`config.mk`:
```
export PLATFORM = sky130hd
export DESIGN_NAME = frame_packager_n
export DESIGN_NICKNAME = d
export VERILOG_FILES = /design/src/rtl/frame_pkg.sv /design/src/rtl/crc8_byte.sv /design/src/rtl/frame_packager_n.sv
export SDC_FILE = /design/constraint.sdc
export NUM_CORES = 1
export LEC_CHECK = 0
export CAP_MARGIN = 20
export CORE_AREA = 2 2 157 144
export DETAILED_ROUTE_END_ITERATION = 7
export DIE_AREA = 0 0 159 146
export DONT_BUFFER_PORTS = 1
export PLACE_DENSITY_LB_ADDON = 0.1
export SLEW_MARGIN = 40
export SYNTH_ARGS = -nofsm -noshare
export SYNTH_HDL_FRONTEND = slang
export SYNTH_SLANG_ARGS = --single-unit
export TNS_END_PERCENT = 20
```
`constraint.sdc`:
```
create_clock -name clk -period 3.6 [get_ports clk]
set_input_delay 0.72 -clock clk [delete_from_list [all_inputs] [get_ports clk]]
set_output_delay 0.72 -clock clk [all_outputs]
set_load 0.005 [all_outputs]
```
`src/rtl/frame_pkg.sv`:
```
// rtl/frame_pkg.sv - shared types, constants and helpers for the frame packager
package frame_pkg;

  typedef logic [2:0] state_t;

  localparam state_t ST_IDLE = 3'd0;
  localparam state_t ST_SYNC = 3'd1;
  localparam state_t ST_SEQ  = 3'd2;
  localparam state_t ST_DATA = 3'd3;
  localparam state_t ST_CRC  = 3'd4;

  localparam logic [7:0] CRC_POLY = 8'h07;

  // CRC-8, MSB-first, no reflection, no final XOR
  function automatic logic [7:0] crc8_next(input logic [7:0] crc, input logic [7:0] data);
    logic [7:0] c;
    c = crc ^ data;
    for (int i = 0; i < 8; i++) begin
      c = c[7] ? ({c[6:0], 1'b0} ^ CRC_POLY) : {c[6:0], 1'b0};
    end
    return c;
  endfunction

  function automatic int bytes_per_ch(input int width);
    return (width + 7) / 8;
  endfunction

endpackage

```
`src/rtl/crc8_byte.sv`:
```
// rtl/crc8_byte.sv - combinational one-byte CRC-8 update
module crc8_byte
  import frame_pkg::*;
(
  input  logic [7:0] crc_in,
  input  logic [7:0] data_in,
  output logic [7:0] crc_out
);

  assign crc_out = crc8_next(crc_in, data_in);

endmodule

```
`src/rtl/frame_packager_n.sv`:
```
// rtl/frame_packager_n.sv - snapshots NUM_CH samples per strobe and streams SYNC, SEQ, data, CRC bytes
module frame_packager_n
  import frame_pkg::*;
#(
  parameter int         NUM_CH    = 6,
  parameter int         WIDTH     = 16,
  parameter logic [7:0] SYNC_BYTE = 8'hA5,
  parameter int         CRC_EN    = 1
) (
  input  logic                    clk,
  input  logic                    rst,
  input  logic                    sample_valid,
  input  logic [NUM_CH*WIDTH-1:0] sample_data,
  input  logic                    tx_ready,
  output logic                    tx_valid,
  output logic [7:0]              tx_data,
  output logic                    busy,
  output logic                    overrun,
  input  logic                    overrun_clr,
  output logic [7:0]              seq_num
);

  localparam int         BPC      = bytes_per_ch(WIDTH);
  localparam logic [4:0] LAST_CH  = 5'(NUM_CH - 1);
  localparam logic [2:0] LAST_IDX = 3'(BPC - 1);

  state_t                    state;
  logic [NUM_CH*WIDTH-1:0]   snap;
  logic [4:0]                ch;
  logic [2:0]                byte_idx;
  logic [7:0]                crc;
  logic [7:0]                crc_nxt;
  logic [WIDTH-1:0]          cur_sample;
  logic [BPC*8-1:0]          cur_ext;
  logic [7:0]                data_byte;
  logic                      xfer;
  logic                      final_xfer;

  assign busy     = (state != ST_IDLE);
  assign tx_valid = busy;
  assign xfer     = tx_valid && tx_ready;

  // Sample is zero-extended to whole bytes and sent MSB byte first
  always_comb begin
    cur_sample = WIDTH'(snap >> (ch * WIDTH));
    cur_ext    = '0;
    cur_ext[WIDTH-1:0] = cur_sample;
    data_byte  = 8'(cur_ext >> {byte_idx, 3'b000});
  end

  always_comb begin
    tx_data = 8'h00;
    case (state)
      ST_SYNC: tx_data = SYNC_BYTE;
      ST_SEQ:  tx_data = seq_num;
      ST_DATA: tx_data = data_byte;
      ST_CRC:  tx_data = crc;
      default: tx_data = 8'h00;
    endcase
  end

  always_comb begin
    if (CRC_EN != 0) final_xfer = xfer && (state == ST_CRC);
    else             final_xfer = xfer && (state == ST_DATA) && (ch == LAST_CH) && (byte_idx == 3'd0);
  end

  crc8_byte u_crc (
    .crc_in  (crc),
    .data_in (tx_data),
    .crc_out (crc_nxt)
  );

  always_ff @(posedge clk) begin
    if (rst) begin
      state    <= ST_IDLE;
      snap     <= '0;
      ch       <= '0;
      byte_idx <= '0;
      crc      <= '0;
      seq_num  <= '0;
      overrun  <= 1'b0;
    end else begin
      // A strobe landing on the final-byte transfer starts the next frame instead
      if (sample_valid && busy && !final_xfer) overrun <= 1'b1;
      else if (overrun_clr)                    overrun <= 1'b0;

      case (state)
        ST_IDLE: if (sample_valid) begin
          snap  <= sample_data;
          crc   <= '0;
          state <= ST_SYNC;
        end
        ST_SYNC: if (xfer) state <= ST_SEQ;
        ST_SEQ: if (xfer) begin
          crc      <= crc_nxt;
          ch       <= '0;
          byte_idx <= LAST_IDX;
          state    <= ST_DATA;
        end
        ST_DATA: if (xfer) begin
          crc <= crc_nxt;
          if (byte_idx != 3'd0) begin
            byte_idx <= byte_idx - 3'd1;
          end else if (ch != LAST_CH) begin
            ch       <= ch + 5'd1;
            byte_idx <= LAST_IDX;
          end else if (CRC_EN != 0) begin
            state <= ST_CRC;
          end
        end
        ST_CRC: begin
        end
        default: state <= ST_IDLE;
      endcase

      if (final_xfer) begin
        seq_num <= seq_num + 8'd1;
        if (sample_valid) begin
          snap  <= sample_data;
          crc   <= '0;
          state <= ST_SYNC;
        end else begin
          state <= ST_IDLE;
        end
      end
    end
  end

endmodule
```
==> flow_metrics.env <==
export IMPL_critPathLaunchType="flip-flop"
export IMPL_critical_path_endpoint_category="primary output"
export IMPL_grtUsageTotal_pct=15.7
export IMPL_drt_iter0_markers=328
export IMPL_critical_path_max_fanout=15
export IMPL_layout_area_overhead_vs_synth_pct=13.9
export IMPL_placeableCoreArea_um2=21400
export IMPL_netlist_area_um2=5960
export IMPL_leakage_nw=2.40
export IMPL_timing_final_max_slew_violations=0
export IMPL_max_clock_path_buffers=2
export IMPL_synthCells=728
export IMPL_holdPathEnd="crc[0]"
export IMPL_tightest_slew_ps=621
export IMPL_syn_avg_cell_area_um2=8.19
export IMPL_largest_net_degree_at_the_start_of_global_routing=121
export IMPL_crit_path_max_cell_delay_ps=670
export IMPL_synthDistinctLibCells=63
export IMPL_path_cells="buf_4 > buf_4 > mux2i_1 > a221o_1 > o21ai_0 > buf_4"
export IMPL_antenna_found_initial=0
export IMPL_h_tree_depth=4
export IMPL_run_status="finished, final reports clean"
export IMPL_grt_pass1_vias=4966
export IMPL_cts_tree="built"
export IMPL_drtPass1Iterations=5
export IMPL_worst_hold_check_slack_ps=384
export IMPL_clock_buffers_created_by_tritoncts=17
export IMPL_worst_r2r_path_depth=9
export IMPL_first_pass_grt_wire_length_mm=28.2
export IMPL_hold_path_startpoint="sample_valid"
export IMPL_yosys_most_used_dff="dfxtp_1"
export IMPL_fill_cell_count=2327
export IMPL_rows=51
export IMPL_floorplan_initialDensity_pct=27.8
export IMPL_wl_mm=18.0
export IMPL_worst_setup_path_type="reg2out"
export IMPL_ys_ff_latch=124
export IMPL_nets=816
export IMPL_hold_depth=1
export IMPL_worst_r2r_startpoint="state[1]"
export IMPL_max_clock_freq_ghz=0.290
export IMPL_finalSetupViolCount=0
export IMPL_routed_via_count=4919
export IMPL_route_detailed_drc=0
export IMPL_dpl_hpwl_mm=13.3
export IMPL_power_density_nw_per_um2=538
export IMPL_asyncSetResetFlopFracSynth_pct=0
export IMPL_overall_die_area_um2=23200
export IMPL_holdBufCountCts=0
export IMPL_cts_repair_resize_count=0
export IMPL_timing_final_crit_period_ps=3440
export IMPL_synth_yosys_warnings=0
export IMPL_cts_post_setup_buffers_inserted=0
export IMPL_clock_root_buffer="clkbuf_16"
export IMPL_timing_slew_headroom_pct=58.6
export IMPL_hold_viol=0
export IMPL_die_height_um=146
export IMPL_die_x_um=159
export IMPL_worst_hold_path_type="in2reg"
export IMPL_detail_route_wl_per_cell_um=17.7
export IMPL_reg2reg_setup_slack_ps=510
export IMPL_rsz0062_at_grt="false"
export IMPL_globalRoute_totalOverflow=0
export IMPL_antenna_cell_count=0
export IMPL_finClkSkew_ps=6.76
export IMPL_detailed_place_area_um2=6190
export IMPL_synth_edff_count=0
export IMPL_setup_tns_final_ps=0
export IMPL_yosysSeqAreaShare_pct=41.6
export IMPL_ant_nets_after_route=0
export IMPL_required_ps=2880
export IMPL_crit_slowest_cell="dfxtp_1"
export IMPL_routed_via_density=4.85
export IMPL_vdd_ir_drop_max_uv=275
export IMPL_reported_max_cap_violation_count=0
export IMPL_cp_arrival_ps=2720
export IMPL_clock_sink_count=124
export IMPL_ioPinCount=120
export IMPL_min_period_over_period_pct=95.7
export IMPL_synth_nets=834
export IMPL_reg2reg_to="crc[3]"
export IMPL_number_of_i_o_port_buffers=0
export IMPL_timing_critical_path_mode_cell="buf_4"
export IMPL_final_layout_size_suffix_gt1_share_pct=10.5
export IMPL_postLayoutCellArea_um2=6790
export IMPL_worst_skew_pair_late_latency_ps=420
export IMPL_globalplace_congestion=0.889
export IMPL_cts_reportedPaths_clkPinSlew_ps=60
==> metrics by stage <==
stage / utilization, % / setup slack (ps) / instances / power (W)
finish: 31.7 / 156 / 1014 / 0.00366
global route: 31.7 / 5.25 / 1014 / 0.00382
CTS: 31.7 / 92.5 / 1014 / 0.00371
detailed placement: 28.9 / 498 / 982 / 0.00194
global placement: 28.9 / 609 / 982 / 0.00194
floorplan: - / 1030 / 728 / 0.00183
==> cells by family (layout without fill, tap and decap cells) <==
kind of cell	after synthesis	in the layout	synth area share, %
AND/OR/NAND/NOR	295	295	20.8
AO/OA/AOI/OAI	171	171	16.9
flip-flops	124	124	41.6
buffers and inverters	62	57	5.50
multiplexers	44	44	9.38
XOR/XNOR	27	27	4.76
adder cells (fa/ha/maj)	5	5	1.05
==> placed cells by master, fill, tap and decap left out, drive strengths merged, types with 12 or more instances in the layout <==
cell type	count
inv	15
nand2	217
a21oi	117
o21ai	16
buf	14
dfxtp	124
xor2	14
mux2i	33
nor2	28
xnor2	12
clkbuf	18
==> cell type report <==
type | count | area (um^2) | area share [%]
inverter | 11 | 41.3 | 0.608
timing repair buffer | 14 | 130 | 1.92
tap | 291 | 364 | 5.36
multi-input combinational | 542 | 3170 | 46.7
clock buffer | 18 | 439 | 6.47
clock inverter | 14 | 161 | 2.38
sequential | 124 | 2480 | 36.6
==> synth_stat cells (2+ instances only) <==
library cell    n  area, um^2
a21boi_0        2        15.0
a21o_1          2        15.0
a21oi_1       117         586
a221oi_1        2        17.5
a22oi_1        11        82.6
a2bb2oi_1       2        17.5
a41o_2          2        22.5
and2_1          2        12.5
and3_1          3        18.8
buf_1           4        15.0
buf_2           3        15.0
buf_6           4        45.0
clkbuf_1       33         124
clkbuf_8        4        55.1
dfxtp_1       124        2480
ha_1            5        62.6
inv_1          11        41.3
mux2_2          2        22.5
mux2i_1        33         330
mux4_2          8         180
nand2_1       217         815
nand2b_1        6        37.5
nand3_1        11        55.1
nand3b_1        5        37.5
nand4_1         3        18.8
nor2_1         27         101
nor2b_1         5        31.3
nor3_1          6        30.0
o21ai_0        15        75.1
o22ai_1         5        31.3
xnor2_1        11        96.3
xor2_1         12         105
==> how the worst max path moves through the flow <==
stage                 from         end  slack, ps  depth (start not counted)
6_report       byte_idx[0]  tx_data[0]        160                          6
5_1_grt        byte_idx[0]  tx_data[0]          5                          6
4_1_cts        byte_idx[0]  tx_data[0]         90                          6
3_5_place_dp   byte_idx[0]      crc[2]        500                         10
3_3_place_gp   byte_idx[0]      crc[2]        610                         10
2_1_floorplan        ch[0]  tx_data[5]       1030                          8
==> metal layers <==
metal / global-route usage (%) / wire length, um
met1: 21.1 / 8540
met2: 24.8 / 8270
met3: 4.22 / 925
met4: 4.41 / 249
met5: 0 / 0
==> worst max-delay path: cells and delay by family, from the launching register on <==
family,cells,cell delay (ps)
flops,1,670
buf+inv,3,690
compound gates,2,800
mux,1,140
==> power breakdown <==
part	internal, W	total, W	switching, W	leakage [nW]
logic	0.000149	0.000387	0.000238	1.10
clock network	0.00105	0.00175	0.000702	0.283
registers	0.00146	0.00151	0.0000582	1.01
total	0.00266	0.00366	0.000999	2.40
Note: power is estimated with default switching activity, not from simulation.
